### src/rtl/instruction_fetcher_pkg.sv
// instruction_fetcher_pkg: opcode constants, fetch FSM states, queue entry width and immediate decoders
package instruction_fetcher_pkg;
  localparam logic [6:0] OPC_BRANCH = 7'b1100011;
  localparam logic [6:0] OPC_JAL = 7'b1101111;
  localparam logic [6:0] OPC_JALR = 7'b1100111;
  localparam int ENTRY_W = 65;
  typedef enum logic [1:0] {S_REQ, S_WAIT, S_DROP} fetch_state_t;
  function automatic logic [31:0] imm_b(input logic [31:0] i);
    return {{20{i[31]}}, i[7], i[30:25], i[11:8], 1'b0};
  endfunction
  function automatic logic [31:0] imm_j(input logic [31:0] i);
    return {{12{i[31]}}, i[19:12], i[20], i[30:21], 1'b0};
  endfunction
endpackage

### src/rtl/fetch_queue.sv
// fetch_queue: power-of-two FIFO with enqueue, dequeue and clear; head reads as zero when empty
module fetch_queue
  import instruction_fetcher_pkg::*;
#(
  parameter int DEPTH_LOG = 2,
  parameter int WIDTH = ENTRY_W
) (
  input  logic clk_in,
  input  logic rst_in,
  input  logic clr,
  input  logic enq,
  input  logic deq,
  input  logic [WIDTH-1:0] enq_data,
  output logic [WIDTH-1:0] deq_data,
  output logic valid,
  output logic full
);
  localparam int DEPTH = 1 << DEPTH_LOG;
  logic [WIDTH-1:0] mem [DEPTH];
  logic [DEPTH_LOG-1:0] wr_ptr, rd_ptr;
  logic [DEPTH_LOG:0] count;
  assign valid = count != '0;
  assign full = count[DEPTH_LOG];
  assign deq_data = valid ? mem[rd_ptr] : '0;
  // storage is written only on enqueue and never needs a reset
  always_ff @(posedge clk_in)
    if (enq) mem[wr_ptr] <= enq_data;
  // pointers wrap naturally at the power-of-two depth; count keeps full/empty exact
  always_ff @(posedge clk_in)
    if (!rst_in || clr) begin
      wr_ptr <= '0;
      rd_ptr <= '0;
      count <= '0;
    end else begin
      if (enq) wr_ptr <= wr_ptr + 1'b1;
      if (deq) rd_ptr <= rd_ptr + 1'b1;
      count <= count + (DEPTH_LOG+1)'(enq) - (DEPTH_LOG+1)'(deq);
    end
endmodule

### src/rtl/instruction_fetcher.sv
// instruction_fetcher: one-outstanding icache fetch loop with next-PC prediction and an instruction queue; FETCH_BRANCH_PREDICT_EN enables predictor-driven branches
module instruction_fetcher
  import instruction_fetcher_pkg::*;
#(
  parameter int QUEUE_DEPTH_LOG = 2,
  parameter logic [31:0] RESET_PC = 32'h0
) (
  input  logic clk_in,
  input  logic rst_in,
  input  logic rdy_in,
  output logic icache_req_valid,
  output logic [31:0] icache_req_addr,
  input  logic icache_resp_valid,
  input  logic [31:0] icache_resp_inst,
  output logic pred_query_en,
  output logic [31:0] pred_query_PC,
  input  logic pred_result_in,
  output logic inst_valid_out,
  output logic [31:0] inst_out,
  output logic [31:0] inst_PC_out,
  output logic inst_pred_taken_out,
  input  logic inst_ready_in,
  input  logic flush_en,
  input  logic [31:0] flush_PC
);
  fetch_state_t state, state_nx;
  logic [31:0] pc, pc_nx, pc_tgt;
  logic run, live, resp_hit, is_branch, is_jal, taken, full, enq, deq, clr;
  logic [ENTRY_W-1:0] head;
  assign run = rst_in && rdy_in;
  assign live = run && !flush_en;
  assign resp_hit = live && state == S_WAIT && icache_resp_valid;
  assign is_branch = icache_resp_inst[6:0] == OPC_BRANCH;
  assign is_jal = icache_resp_inst[6:0] == OPC_JAL;
`ifdef FETCH_BRANCH_PREDICT_EN
  assign pred_query_en = resp_hit && is_branch;
  assign taken = is_jal || (is_branch && pred_result_in);
`else
  logic pred_unused;
  assign pred_unused = pred_result_in;
  assign pred_query_en = 1'b0;
  assign taken = is_jal;
`endif
  assign pred_query_PC = pc;
  assign pc_tgt = taken ? pc + (is_jal ? imm_j(icache_resp_inst) : imm_b(icache_resp_inst)) : pc + 32'd4;
  assign icache_req_addr = pc;
  assign deq = live && inst_valid_out && inst_ready_in;
  assign enq = resp_hit;
  assign clr = run && flush_en;
  assign icache_req_valid = live && state == S_REQ && (!full || deq);
  assign {inst_out, inst_PC_out, inst_pred_taken_out} = head;
  fetch_queue #(.DEPTH_LOG(QUEUE_DEPTH_LOG), .WIDTH(ENTRY_W)) u_queue (
    .clk_in(clk_in),
    .rst_in(rst_in),
    .clr(clr),
    .enq(enq),
    .deq(deq),
    .enq_data({icache_resp_inst, pc, taken}),
    .deq_data(head),
    .valid(inst_valid_out),
    .full(full)
  );
  // next state and PC: flush redirects and may leave one in-flight response to drop
  always_comb begin
    state_nx = state;
    pc_nx = pc;
    if (flush_en) begin
      state_nx = (state == S_REQ || icache_resp_valid) ? S_REQ : S_DROP;
      pc_nx = flush_PC;
    end else begin
      state_nx = state == S_REQ ? (icache_req_valid ? S_WAIT : S_REQ) : icache_resp_valid ? S_REQ : state;
      pc_nx = enq ? pc_tgt : pc;
    end
  end
  // state register, frozen while rdy_in is low
  always_ff @(posedge clk_in)
    if (!rst_in) begin
      state <= S_REQ;
      pc <= RESET_PC;
    end else if (rdy_in) begin
      state <= state_nx;
      pc <= pc_nx;
    end
endmodule

### config.mk
export PLATFORM = sky130hd
export DESIGN_NAME = instruction_fetcher
export DESIGN_NICKNAME = d
export VERILOG_FILES = /design/src/rtl/instruction_fetcher_pkg.sv /design/src/rtl/fetch_queue.sv /design/src/rtl/instruction_fetcher.sv
export SDC_FILE = /design/constraint.sdc
export NUM_CORES = 1
export LEC_CHECK = 0
export ABC_CLOCK_PERIOD_IN_PS = 4200
export CORE_MARGIN = 2
export CORE_UTILIZATION = 50
export CTS_CLUSTER_DIAMETER = 200
export DETAILED_ROUTE_END_ITERATION = 8
export GPL_TIMING_DRIVEN = 0
export HOLD_SLACK_MARGIN = 0.15
export PLACE_DENSITY = 0.87
export SETUP_SLACK_MARGIN = 0.02
export SLEW_MARGIN = 30
export SYNTH_ARGS = -nofsm -noshare
export SYNTH_HDL_FRONTEND = slang
export SYNTH_SLANG_ARGS = --single-unit
### constraint.sdc
create_clock -name clk_in -period 4.2 [get_ports clk_in]
set_input_delay 0.84 -clock clk_in [delete_from_list [all_inputs] [get_ports clk_in]]
set_output_delay 0.84 -clock clk_in [all_outputs]
set_load 0.1 [all_outputs]
==> flow_metrics.tcl <==
set metrics [dict create \
    status "finished, final reports clean" \
    ys_ff_latch 303 \
    dp.cells 1641 \
    synth_area_um2 14500 \
    grt_usage_pct 24.9 \
    grtUsageMet3_pct 4.13 \
    grt_util_met1_pct 34.7 \
    layout-drive-gt1-share_pct 17.2 \
    tightest_slew_ps 1040 \
    rsz0062_at_grt "no" \
    synth_ff_type "edfxtp_1" \
    worstPathCellList "clkbuf_2, buf_1, mux4_2, and2_1, dlygate4sd2_1" \
    worst_slack_ps 152 \
    nFillCells 2045 \
    required_ps 3360 \
    tns_ps 0 \
    antenna_found_initial 0 \
    start_util_pct 50.5 \
    crit_fanout 10 \
    rows 62 \
    cts.htree.levels 1 \
    arrival_ps 3210 \
    grt_pass1_vias 10141 \
    drt_wl_total_um 37900 \
    drv_cap 0 \
    clkTransAtPathRegs_ps 60 \
    die_area_um2 30300 \
    register_area_um2 8670 \
    ys_seq_area_share_pct 59.9 \
    cts-root-buf "clkbuf_16" \
    power_density_nw_per_um2 376 \
    max_slew_margin_pct 30.4 \
    path_buf_inv 3 \
    cts_tree "yes" \
    worstHoldPathType "flip-flop to flip-flop" \
    place_congestion 0.898 \
    overflow 0 \
    avgSynthCellArea_um2 13.7 \
    port_buffers 197 \
    crit_slowest_cell "dlygate4sd2_1" \
    clockPowerShare_pct 38.8 \
    switching_share_pct 25.7 \
    cp_top_family "buffers and inverters" \
    area_delta_synth_final_pct 25.8 \
    p_sw_w 0.00176 \
    die_x_um 174 \
    multi_input_area_um2 5380 \
    drt_pre_antenna_iters 6 \
    fin_crit_sh_pct 96.4 \
    internal_power_w 0.00509 \
    antenna_cells 0 \
    fin_nets 1408 \
    use_met2_pct 39.8 \
    core_area_um2 28600 \
    critical_path_class "flip-flop to output port" \
    skew_ps 14.9 \
    ios 203 \
    min_period_ps 4050 \
    via_count 10170 \
    synth_edf_count 260 \
    grt_start_max_net_pins 44 \
    syn_inst 1055 \
    fmax_mhz 247 \
    place_ws_ps -1460 \
    ant_nets 0 \
    cts_sinks 303 \
    end_kind "output port" \
    vias_per_cell 5.98 \
    setup_viol_count_final 0 \
    grt_pass1_wl_um 58200 \
    syn-num-nets 1168 \
    synth_cell_type_count 68 \
    hold_ws_ps 516 \
    place_hpwl_um 25700 \
    startpoint_type "flip-flop" \
    drc 0 \
    max_stage_delay_ps 900 \
    cts_hold_buffers 0 \
    hold_viol_final 0 \
    drtIter0Drc 1115 \
    irDropWorstVdd_mv 0.309 \
    p_total_w 0.00685 \
    grt-busiest-layer "met2" \
    seq_power_share_pct 49.0 \
    combPwrFrac_pct 12.2 \
    dieHeight_um 174 \
    p_leak_nw 6.49 \
    maxSlewViolCount 0 \
    clkLatencyLatePin_ps 560 \
    synth_warnings 0 \
    avgRoutedWirePerCell_um 22.3 \
    clockBufferDepth 3 \
    synthArstFlopShare_pct 0 \
    numCtsBuffers 30 \
    layoutNonFillerInstCount 1701 \
]
registers in the layout, summed over array words and instances (netlist names), named ones only:
| register | flops |
|---|---|
| u_queue.mem | 260 |
| icache_req_addr | 32 |
| u_queue.count | 3 |
| u_queue.wr_ptr | 2 |
| u_queue.rd_ptr | 2 |
| state | 2 |
worst reg2reg max path: stages, from the launching register on:
cell and delay [ps]:
dfxtp_1 730, ha_1 330, nand2_1 60, o21ai_0 490
and2_1 240, o31ai_1 100, a21oi_2 230, a31oi_1 210
or3_1 410, a222oi_1 250, o41ai_1 130
metrics by stage:
stage | instance area, um2 | util [%]
final | 18200 | 63.6
after global routing | 18200 | 63.6
after CTS | 18200 | 63.6
after detailed placement | 17100 | 59.6
after global placement | 16900 | 59.2
after floorplan | 14500 | -
synthesized netlist by cell type (4+ instances only):
| cell type | count | area (um2) |
|---|---|---|
| buf_4 | 33 | 248 |
| o21a_1 | 4 | 30.0 |
| and2_1 | 76 | 475 |
| mux4_2 | 65 | 1460 |
| a21oi_1 | 54 | 270 |
| inv_1 | 18 | 67.6 |
| clkbuf_1 | 41 | 154 |
| nand3_1 | 22 | 110 |
| o21ai_1 | 5 | 25.0 |
| o21ai_0 | 41 | 205 |
| a221oi_1 | 4 | 35.0 |
| nand2_1 | 72 | 270 |
| dfxtp_1 | 43 | 861 |
| nand3b_1 | 7 | 52.6 |
| o211ai_1 | 8 | 60.1 |
| xor2_1 | 21 | 184 |
| buf_1 | 9 | 33.8 |
| or3_1 | 7 | 43.8 |
| xnor2_1 | 30 | 263 |
| nor3_1 | 12 | 60.1 |
| edfxtp_1 | 260 | 7810 |
| a21o_1 | 22 | 165 |
| a31oi_1 | 8 | 50.1 |
| nor2_1 | 56 | 210 |
| a211oi_1 | 16 | 120 |
| and3_1 | 12 | 75.1 |
| ha_1 | 40 | 500 |
| nand4_1 | 11 | 68.8 |
layout make-up:
cell class,instances,share of cell area (%)
clock inverters,19,1.01
plain buffers,80,2.82
well taps,384,2.64
flip-flops and latches,303,47.6
clock buffers,35,4.34
repair buffers,211,11.6
multi-input cells,651,29.6
inverters,18,0.385
worst paths after layout:
check / startpoint / end / slack (ps) / cells after the start
max: flip-flop / inst_PC_out[13] / 150 / 5
min: u_queue.wr_ptr[1]$_SDFFE_PP0P_ / u_queue.wr_ptr[1]$_SDFFE_PP0P_ / 520 / 2
max reg2reg: icache_req_addr[9]$_SDFFE_PN0P_ / icache_req_addr[30]$_SDFFE_PN0P_ / 910 / 10
min reg2reg: u_queue.wr_ptr[1]$_SDFFE_PP0P_ / u_queue.wr_ptr[1]$_SDFFE_PP0P_ / 520 / 2
power groups by stage:
stage | sequential, W | clock (W) | combinational, W
after floorplan | 0.00352 | 0 | 0.000437
after global placement | 0.00342 | 0 | 0.000794
after detailed placement | 0.00342 | 0 | 0.000803
after CTS | 0.00335 | 0.00267 | 0.000817
after global routing | 0.00336 | 0.00280 | 0.000875
final | 0.00336 | 0.00266 | 0.000833
cell usage in the layout, fill, tap and decap left out, drive strengths merged, types with 32 or more instances in the layout:
cell type / count
dlygate4sd2: 32
nor2: 56
dfxtp: 43
o21ai: 46
mux4: 65
buf: 55
edfxtp: 260
nand2: 72
a21oi: 55
clkbuf: 76
clkdlybuf4s50: 136
ha: 40
and2: 77
kinds of logic (layout without fill, tap and decap cells):
logic type,Yosys count,after routing,share of synthesized area (%)
buf+inv,101,363,3.48
xor+xnor,51,51,3.09
other cells,1,1,0.0259
mux,68,68,10.3
compound gates,196,196,8.78
flops,303,303,59.9
simple gates,293,293,10.6
fa+ha+maj,42,42,3.74
timing repair:
item	in CTS	in global routing
resized for setup	148	12
pin swaps	10	15
setup buffers	8	2
endpoints found under the setup margin	90	38
per-layer routing:
metal	share of wire, %	up-vias
met2	47	572
li1	-	4487
met4	3.8	0
met5	0	-
met3	9.4	101
met1	40	5010
No activity file was read; power rests on OpenSTA's default activity.
